==> src/rtl/lehmer_seq.sv <==
`default_nettype none
// ============================================================================
//  Module   : lehmer_seq
//  Purpose  : Park-Miller minimal-standard Lehmer generator using Schrage's
//             method. The state/Q division runs on an external divider
//             through a start/done handshake; the remaining arithmetic
//             (A*lo - R*hi, wrap by M) is done locally in one cycle.
//  Revision : 1.0 - initial release
// ============================================================================
module lehmer_seq #(
    parameter int A       = 16807,
    parameter int M       = 2147483647,
    parameter int Q       = 127773,
    parameter int R       = 2836,
    parameter int TIMEOUT = 64
) (
    input  logic        clk,
    input  logic        rst_n,
    input  logic        load,
    input  logic [31:0] seed_in,
    input  logic        start,
    output logic        busy,
    output logic        valid,
    output logic [31:0] rnd,
    output logic        err,
    output logic        div_en,
    output logic [31:0] div_y,
    output logic [31:0] div_x,
    input  logic [31:0] div_q,
    input  logic [31:0] div_r,
    input  logic        div_done
);

    localparam int                  c_cnt_w = $clog2(TIMEOUT + 1);
    localparam logic [31:0]         c_m     = 32'(M);
    localparam logic [31:0]         c_q     = 32'(Q);
    localparam logic signed [33:0]  c_a_s   = 34'(A);
    localparam logic signed [33:0]  c_r_s   = 34'(R);
    localparam logic signed [33:0]  c_m_s   = 34'(M);
    localparam logic [c_cnt_w-1:0]  c_last  = c_cnt_w'(TIMEOUT - 1);
    localparam logic [c_cnt_w-1:0]  c_one   = c_cnt_w'(1);

    typedef enum logic [1:0] {
        IDLE  = 2'd0,
        ISSUE = 2'd1,
        WAIT  = 2'd2,
        CALC  = 2'd3
    } state_t;

    state_t               r_fsm;
    logic [31:0]          r_state;
    logic [31:0]          r_hi;
    logic [31:0]          r_lo;
    logic [31:0]          r_div_y;
    logic [31:0]          r_div_x;
    logic [c_cnt_w-1:0]   r_cnt;
    logic                 r_valid;
    logic                 r_err;
    logic                 r_div_en;

    logic                 w_seed_ok;
    logic signed [33:0]   w_lo_s;
    logic signed [33:0]   w_hi_s;
    logic signed [33:0]   w_test;
    logic [31:0]          w_next;

    // Seeds of 0 or >= M would lock the generator or leave its range.
    assign w_seed_ok = (seed_in != 32'd0) && (seed_in < c_m);

    // Schrage step: lo < Q keeps A*lo below 2^31, so 34 signed bits suffice.
    assign w_lo_s = $signed({2'b00, r_lo});
    assign w_hi_s = $signed({2'b00, r_hi});
    assign w_test = (c_a_s * w_lo_s) - (c_r_s * w_hi_s);
    assign w_next = (w_test > 34'sd0) ? 32'(w_test) : 32'(w_test + c_m_s);

    assign busy   = (r_fsm != IDLE);
    assign valid  = r_valid;
    assign rnd    = r_state;
    assign err    = r_err;
    assign div_en = r_div_en;
    assign div_y  = r_div_y;
    assign div_x  = r_div_x;

    // Control FSM with all datapath registers and registered outputs.
    always_ff @(posedge clk or negedge rst_n) begin
        if (!rst_n) begin
            r_fsm    <= IDLE;
            r_state  <= 32'd1;
            r_hi     <= 32'd0;
            r_lo     <= 32'd0;
            r_div_y  <= 32'd0;
            r_div_x  <= 32'd0;
            r_cnt    <= '0;
            r_valid  <= 1'b0;
            r_err    <= 1'b0;
            r_div_en <= 1'b0;
        end else begin
            r_valid  <= 1'b0;
            r_div_en <= 1'b0;
            case (r_fsm)
                IDLE: begin
                    // load has priority; a simultaneous start is dropped
                    if (load) begin
                        r_state <= w_seed_ok ? seed_in : 32'd1;
                        r_err   <= 1'b0;
                    end else if (start) begin
                        // div_en/div_y/div_x become visible during ISSUE
                        r_div_en <= 1'b1;
                        r_div_y  <= r_state;
                        r_div_x  <= c_q;
                        r_fsm    <= ISSUE;
                    end
                end
                ISSUE: begin
                    r_cnt <= '0;
                    r_fsm <= WAIT;
                end
                WAIT: begin
                    r_cnt <= r_cnt + c_one;
                    // cnt==0 is the first WAIT cycle: a done still held from
                    // the previous operation must not be taken as our result
                    if ((r_cnt != '0) && div_done) begin
                        r_hi  <= div_q;
                        r_lo  <= div_r;
                        r_fsm <= CALC;
                    end else if (r_cnt == c_last) begin
                        r_err <= 1'b1;
                        r_fsm <= IDLE;
                    end
                end
                CALC: begin
                    r_state <= w_next;
                    r_valid <= 1'b1;
                    r_fsm   <= IDLE;
                end
                default: r_fsm <= IDLE;
            endcase
        end
    end

endmodule
`default_nettype wire

==> config.mk <==
export PLATFORM = sky130hd
export DESIGN_NAME = lehmer_seq
export DESIGN_NICKNAME = d
export VERILOG_FILES = /design/src/rtl/lehmer_seq.sv
export SDC_FILE = /design/constraint.sdc
export NUM_CORES = 1
export LEC_CHECK = 0
export ABC_AREA = 1
export BUFFER_PORTS_ARGS = -buffer_cell sky130_fd_sc_hd__buf_2
export CAP_MARGIN = 20
export CORE_AREA = 3 3 286 288
export CTS_CLUSTER_SIZE = 20
export DETAILED_ROUTE_END_ITERATION = 8
export DIE_AREA = 0 0 289 291
export REMOVE_ABC_BUFFERS = 1
export SYNTH_ARGS = -nofsm -noshare
export SYNTH_HDL_FRONTEND = slang
export SYNTH_SLANG_ARGS = --single-unit
==> constraint.sdc <==
create_clock -name clk -period 12.92 [get_ports clk]
set_input_delay 0 -clock clk [delete_from_list [all_inputs] [get_ports clk]]
set_output_delay 0 -clock clk [all_outputs]
set_load 0.1 [all_outputs]
; Yosys cells after proc, flatten, opt, wreduce, memory -nomap -nowiden
; Cells that the tools add are included.
[op_classes]
eq_ne = 10
mux = 18
addsub = 3
bitwise = 1
reduce_logical = 14
order_cmp = 2
n_mul = 2
[ops]
columns = op, n
row1 = 32-bit two-way mux, 3
row2 = 32-bit one-hot mux with 2 select lines, 1
row3 = "34-bit by 1-bit > comparator with 1-bit output, second input constant", 1
row4 = "15-bit by 32-bit multiplier with 34-bit output, first input constant", 1
row5 = 34-bit subtractor, 1
row6 = "32-bit adder, second input constant", 1
row7 = "32-bit by 31-bit less-than comparator with 1-bit output, second input constant", 1
row8 = "10-bit by 32-bit multiplier with 32-bit output, first input constant", 1
row9 = 32-bit nonzero test, 1
row10 = 7-bit one-hot mux with 2 select lines, 1
row11 = "2-bit != test, second input constant", 5
row12 = 2-bit two-way mux, 4
row13 = 2-bit one-hot mux with 4 select lines, 1
row14 = 2-bit nonzero test, 4
row15 = "7-bit by 1-bit adder with 7-bit output, second input constant", 1
row16 = "7-bit by 6-bit equality test with 1-bit output, second input constant", 1
row17 = 1-bit two-way mux, 7
row18 = 7-bit nonzero test, 1
row19 = 3-bit AND reduction, 2
row20 = "2-bit equality test, second input constant", 2
row21 = 2-bit AND reduction, 2
row22 = 4-bit AND reduction, 1
row23 = "3-bit != test, second input constant", 1
row24 = "2-bit by 1-bit equality test with 1-bit output, second input constant", 1
row25 = other kinds (4), 5
[word_totals]
output_inout_bits = 100
word_cells = 60
register_bits = 141
in_bits = 101

; Longest topological paths before layout
[logic_depth]
depth_word = 5
mapped_depth = 49
depth_no_buf = 49

; Worst setup path after synthesis
; OpenSTA, ideal clock, no wires.
[synth_path]
path_kind = flip-flop to flip-flop
start = register r_hi[5]
end = register r_state[5], in the netlist rnd[5]
arrival_time_ns = 8.804
required_time_ns = 12.800
path_buffers = 1
period_less_slack_ns = 8.924
stages_incl_launch_ff = 47
setup_slack_ns = 3.996
setup_time_ns = 0.120
path_cell_list = dfrtp_1 -> ha_1 -> inv_1 -> fa_1 -> inv_1 -> fa_1 -> ha_1 -> inv_1 -> fa_1 -> inv_1 -> ha_1 -> a21oi_1 -> o21ai_0 -> a21oi_1 -> nand2_1 -> a31oi_1 -> o21bai_1 -> a21o_1 -> (+11 left out) -> ha_1 -> inv_1 -> o21bai_1 -> a21oi_1 -> nand2_1 -> a21oi_1 -> nand2_1 -> nand2_1 -> nand3_1 -> nor2_1 -> nand4_4 -> nand3_4 -> buf_6 -> nand2_1 -> nand2_1 -> nand3_1 -> nand2_1 -> nand2_1
[synth_between]
elab_chain_cells = 5
[synth_lines]
columns = item, line_no
row1 = start: declaration, 52  ; logic [31:0] r_hi;
row2 = start signal: assignment, 123  ; r_hi <= div_q;
row3 = 10-bit by 32-bit multiplier with 32-bit output, 73  ; assign w_test = (c_a_s * w_lo_s) - (c_r_s * w_hi_s);
row4 = 34-bit subtractor, 73
row5 = 34-bit by 1-bit > comparator with 1-bit output, 74  ; assign w_next = (w_test > 34'sd0) ? 32'(w_test) : 32'(w_test + c_m_s);
row6 = 32-bit two-way mux, 74
row7 = 32-bit one-hot mux with 2 select lines, 100  ; case (r_fsm)
row8 = end signal: assignment, 104  ; r_state <= w_seed_ok ? seed_in : 32'd1;
row9 = end signal: assignment, 132  ; r_state <= w_next;
row10 = end: declaration, 51  ; logic [31:0] r_state;
; Every way passes these cells.
; A chain may end at the register's enable or synchronous reset.

; Final worst setup path
[layout_path]
start = register r_hi[4]
end = register r_state[4], in the netlist rnd[4]
; Same word-level chain as after synthesis.

==> impl_metrics.toml <==
[status]
status = "finished clean"

[timing]
fin_tns_setup_ns = 0
fmax_ghz = 0.09763
maxSlewHeadroom_pct = 32.42
worst_pin_slew_ns = 1.013
finClkSkew_ns = 0.01370
hold_viol = 0
fin_crit_sh_pct = 79.28
fin_crit_ns = 10.24
setup_viol = 0
rsz0062_at_grt = "false"
report.final.slew_viol_count = 0

[clocking]
cts_max_path_buffers = 2
cts-buffers-inserted = 17
cts_resized = 0
clkSinkCount = 141
cts_max_level = 4
cts_tree = "yes"
clk_latency_ns = 0.48
cts-root-buf = "clkbuf_16"
clk_pin_slew_ns = 0.07

[grt]
grt_max_degree = 87
antenna_found_initial = 1
grt_pass1_wl_mm = 87.80
grt_pass1_vias = 16390
gr-total-overflow = 0
grt_usage_pct = 13.23

[finish]
diodes = 0
synthToLayoutAreaGrowth_pct = 17.96
nets = 3400
seq_area_um2 = 3530
fill_cells = 8664
multi_input_area_um2 = 13610
drive_gt1_share_pct = 8.734

[yosys]
ys_warn_count = 0
netlist_instances = 2561
ys_seq_area_share_pct = 17.86
synth_area_um2 = 19760
avgSynthCellArea_um2 = 7.716
async_reset_ff_share_pct = 100.0
ys_types = 46
synthFlopType = "dfrtp_1"
ys_seq_elements = 141
synth-edff-count = 0

[floorplan]
io-pin-count = 201
num_rows = 103
fp.dieH_um = 291
core_area_um2 = 79130
initial_core_util_pct = 24.97
fp.dieW_um = 289
dieArea_um2 = 84100

[routing]
wl_met2_mm = 24.33
drc = 0
top_layer = "met4"
wirelength_mm = 54.39
wl_per_cell_um = 14.03
dr_wl_met3_mm = 2.776
drt.antenna.violating_nets = 0
drt_first_pass_iters = 5
vias_per_cell = 4.279
dr.first_iter.drc_count = 965
wl_met1_mm = 26.54
via_count = 16590

[setup_path]
crit_family = "adder cells"
critPathMaxFanout = 54
r2r-end = "rnd[4]"
rrSetupSlack_ns = 2.68
cp_common_cell = "fa_1"
endpoint = "rnd[4]"
crit_buf_inv = 5
r2r_start = "r_hi[4]"
cp-end-kind = "flop"
arrival_ns = 10.65
cp_slowest_cell = "fa_1"
rr_worst_depth = 40
crit_start = "r_hi[4]"
crit_type = "flop to flop"
critPathLaunchType = "flop"
required_ns = 13.33
cp_num_cells = 40
cpPeakStageDelay_ns = 0.55

[placement]
io_buffers = 179
gp_congestion = 0.9075
place_hpwl_mm = 46.56

[hold_path]
hp-class = "input port to async pin"

[run]
max_cap_violations = 0
## worst min-delay path by stage
stage / endpoint / cells past startpoint
3_5_place_dp: div_y[21] / 1
5_1_grt: rnd[0] / 6
4_1_cts: rnd[0] / 6
3_3_place_gp: div_y[21] / 1
2_1_floorplan: div_en / 0
6_report: div_y[21] / 2
## what timing repair did
action,in CTS,in global routing
hold buffers,100,0
setup endpoints to repair,0,0
hold endpoints to repair,183,0
buffers inserted,0,0
## cell type report
cell class,count,area share (%)
well taps,1050,5.636
inverters,611,9.845
multi-input cells,1758,58.40
clock buffers,19,1.943
flip-flops and latches,141,15.14
repair buffers,286,8.390
clock inverters,13,0.6388
## per-layer routing
| metal | GRT usage (%) | up-vias |
|---|---|---|
| li1 | - | 8331 |
| met1 | 18.88 | 7862 |
| met2 | 20.92 | 360 |
| met3 | 2.130 | 41 |
| met4 | 3.012 | 0 |
| met5 | 0 | - |
## cell usage in the layout, fill, tap and decap left out, drive strengths merged, types with 4 or more instances in the layout
| cell type | instances |
|---|---|
| nor2 | 103 |
| ha | 265 |
| nand2 | 668 |
| o21ai | 108 |
| dlygate4sd3 | 100 |
| o211ai | 6 |
| xor2 | 32 |
| dfrtp | 140 |
| and2 | 4 |
| conb | 21 |
| fa | 219 |
| nor4 | 12 |
| nand3b | 11 |
| o21bai | 5 |
| inv | 616 |
| xnor2 | 33 |
| nor3 | 23 |
| clkbuf | 19 |
| nand3 | 99 |
| buf | 186 |
| nand4 | 38 |
| clkinv | 6 |
| a21oi | 90 |
## synth_stat cells (3+ instances only)
| master | instances | area (um2) |
|---|---|---|
| buf_4 | 32 | 240.2 |
| nand4_1 | 37 | 231.5 |
| nor2_2 | 4 | 25.02 |
| a31oi_1 | 3 | 18.77 |
| o21ai_1 | 13 | 65.06 |
| xor2_1 | 31 | 271.5 |
| nor3_1 | 23 | 115.1 |
| nor2_1 | 98 | 367.9 |
| clkbuf_1 | 34 | 127.6 |
| o21bai_1 | 5 | 37.54 |
| xnor2_1 | 33 | 289.0 |
| ha_1 | 265 | 3316 |
| nand3_2 | 3 | 30.03 |
| and2_1 | 3 | 18.77 |
| nor4_1 | 12 | 75.07 |
| dfrtp_1 | 140 | 3503 |
| o21ai_0 | 95 | 475.5 |
| o31ai_1 | 3 | 22.52 |
| nand3_1 | 95 | 475.5 |
| buf_6 | 4 | 45.04 |
| nand2_2 | 11 | 68.82 |
| inv_1 | 609 | 2286 |
| o211ai_1 | 6 | 45.04 |
| a21o_1 | 3 | 22.52 |
| nand3b_1 | 11 | 82.58 |
| nand2_1 | 657 | 2466 |
| fa_1 | 219 | 4384 |
| a21oi_1 | 90 | 450.4 |
## kinds of logic after synthesis
family                     after synthesis  share of synthesized area (%)
adders and majority gates              484                          38.97
other                                    1                        0.01898
and+or+nand+nor                        961                          20.42
xor gates and xnor gates                65                          2.919
DFF                                    141                          17.86
buffers and inverters                  682                          13.72
AOI/OAI and AO/OA                      227                          6.091
## stage by stage
step | cells | hold WS [ns] | setup slack (ns) | util [%] | instance area (um2)
2_1_floorplan | 2510 | -0.2956 | 3.847 | - | 19420
3_3_place_gp | 3746 | 0.1352 | 2.932 | 27.43 | 21710
3_5_place_dp | 3746 | 0.1393 | 2.697 | 27.43 | 21710
4_1_cts | 3878 | 0.1129 | 2.673 | 29.46 | 23310
5_1_grt | 3878 | 0.1856 | 1.872 | 29.46 | 23310
6_report | 3878 | 0.1604 | 2.677 | 29.46 | 23310
## flip-flops by register name, summed over array words and instances, names as in the netlist
name	cells
div_en	1
div_x	1
div_y	32
err	1
r_cnt	7
r_fsm	2
r_hi	32
r_lo	32
rnd	32
valid	1
Power is left out: the tool's default activity adds up to more than one toggle a clock period on the data nets, which glitch-free logic cannot reach.
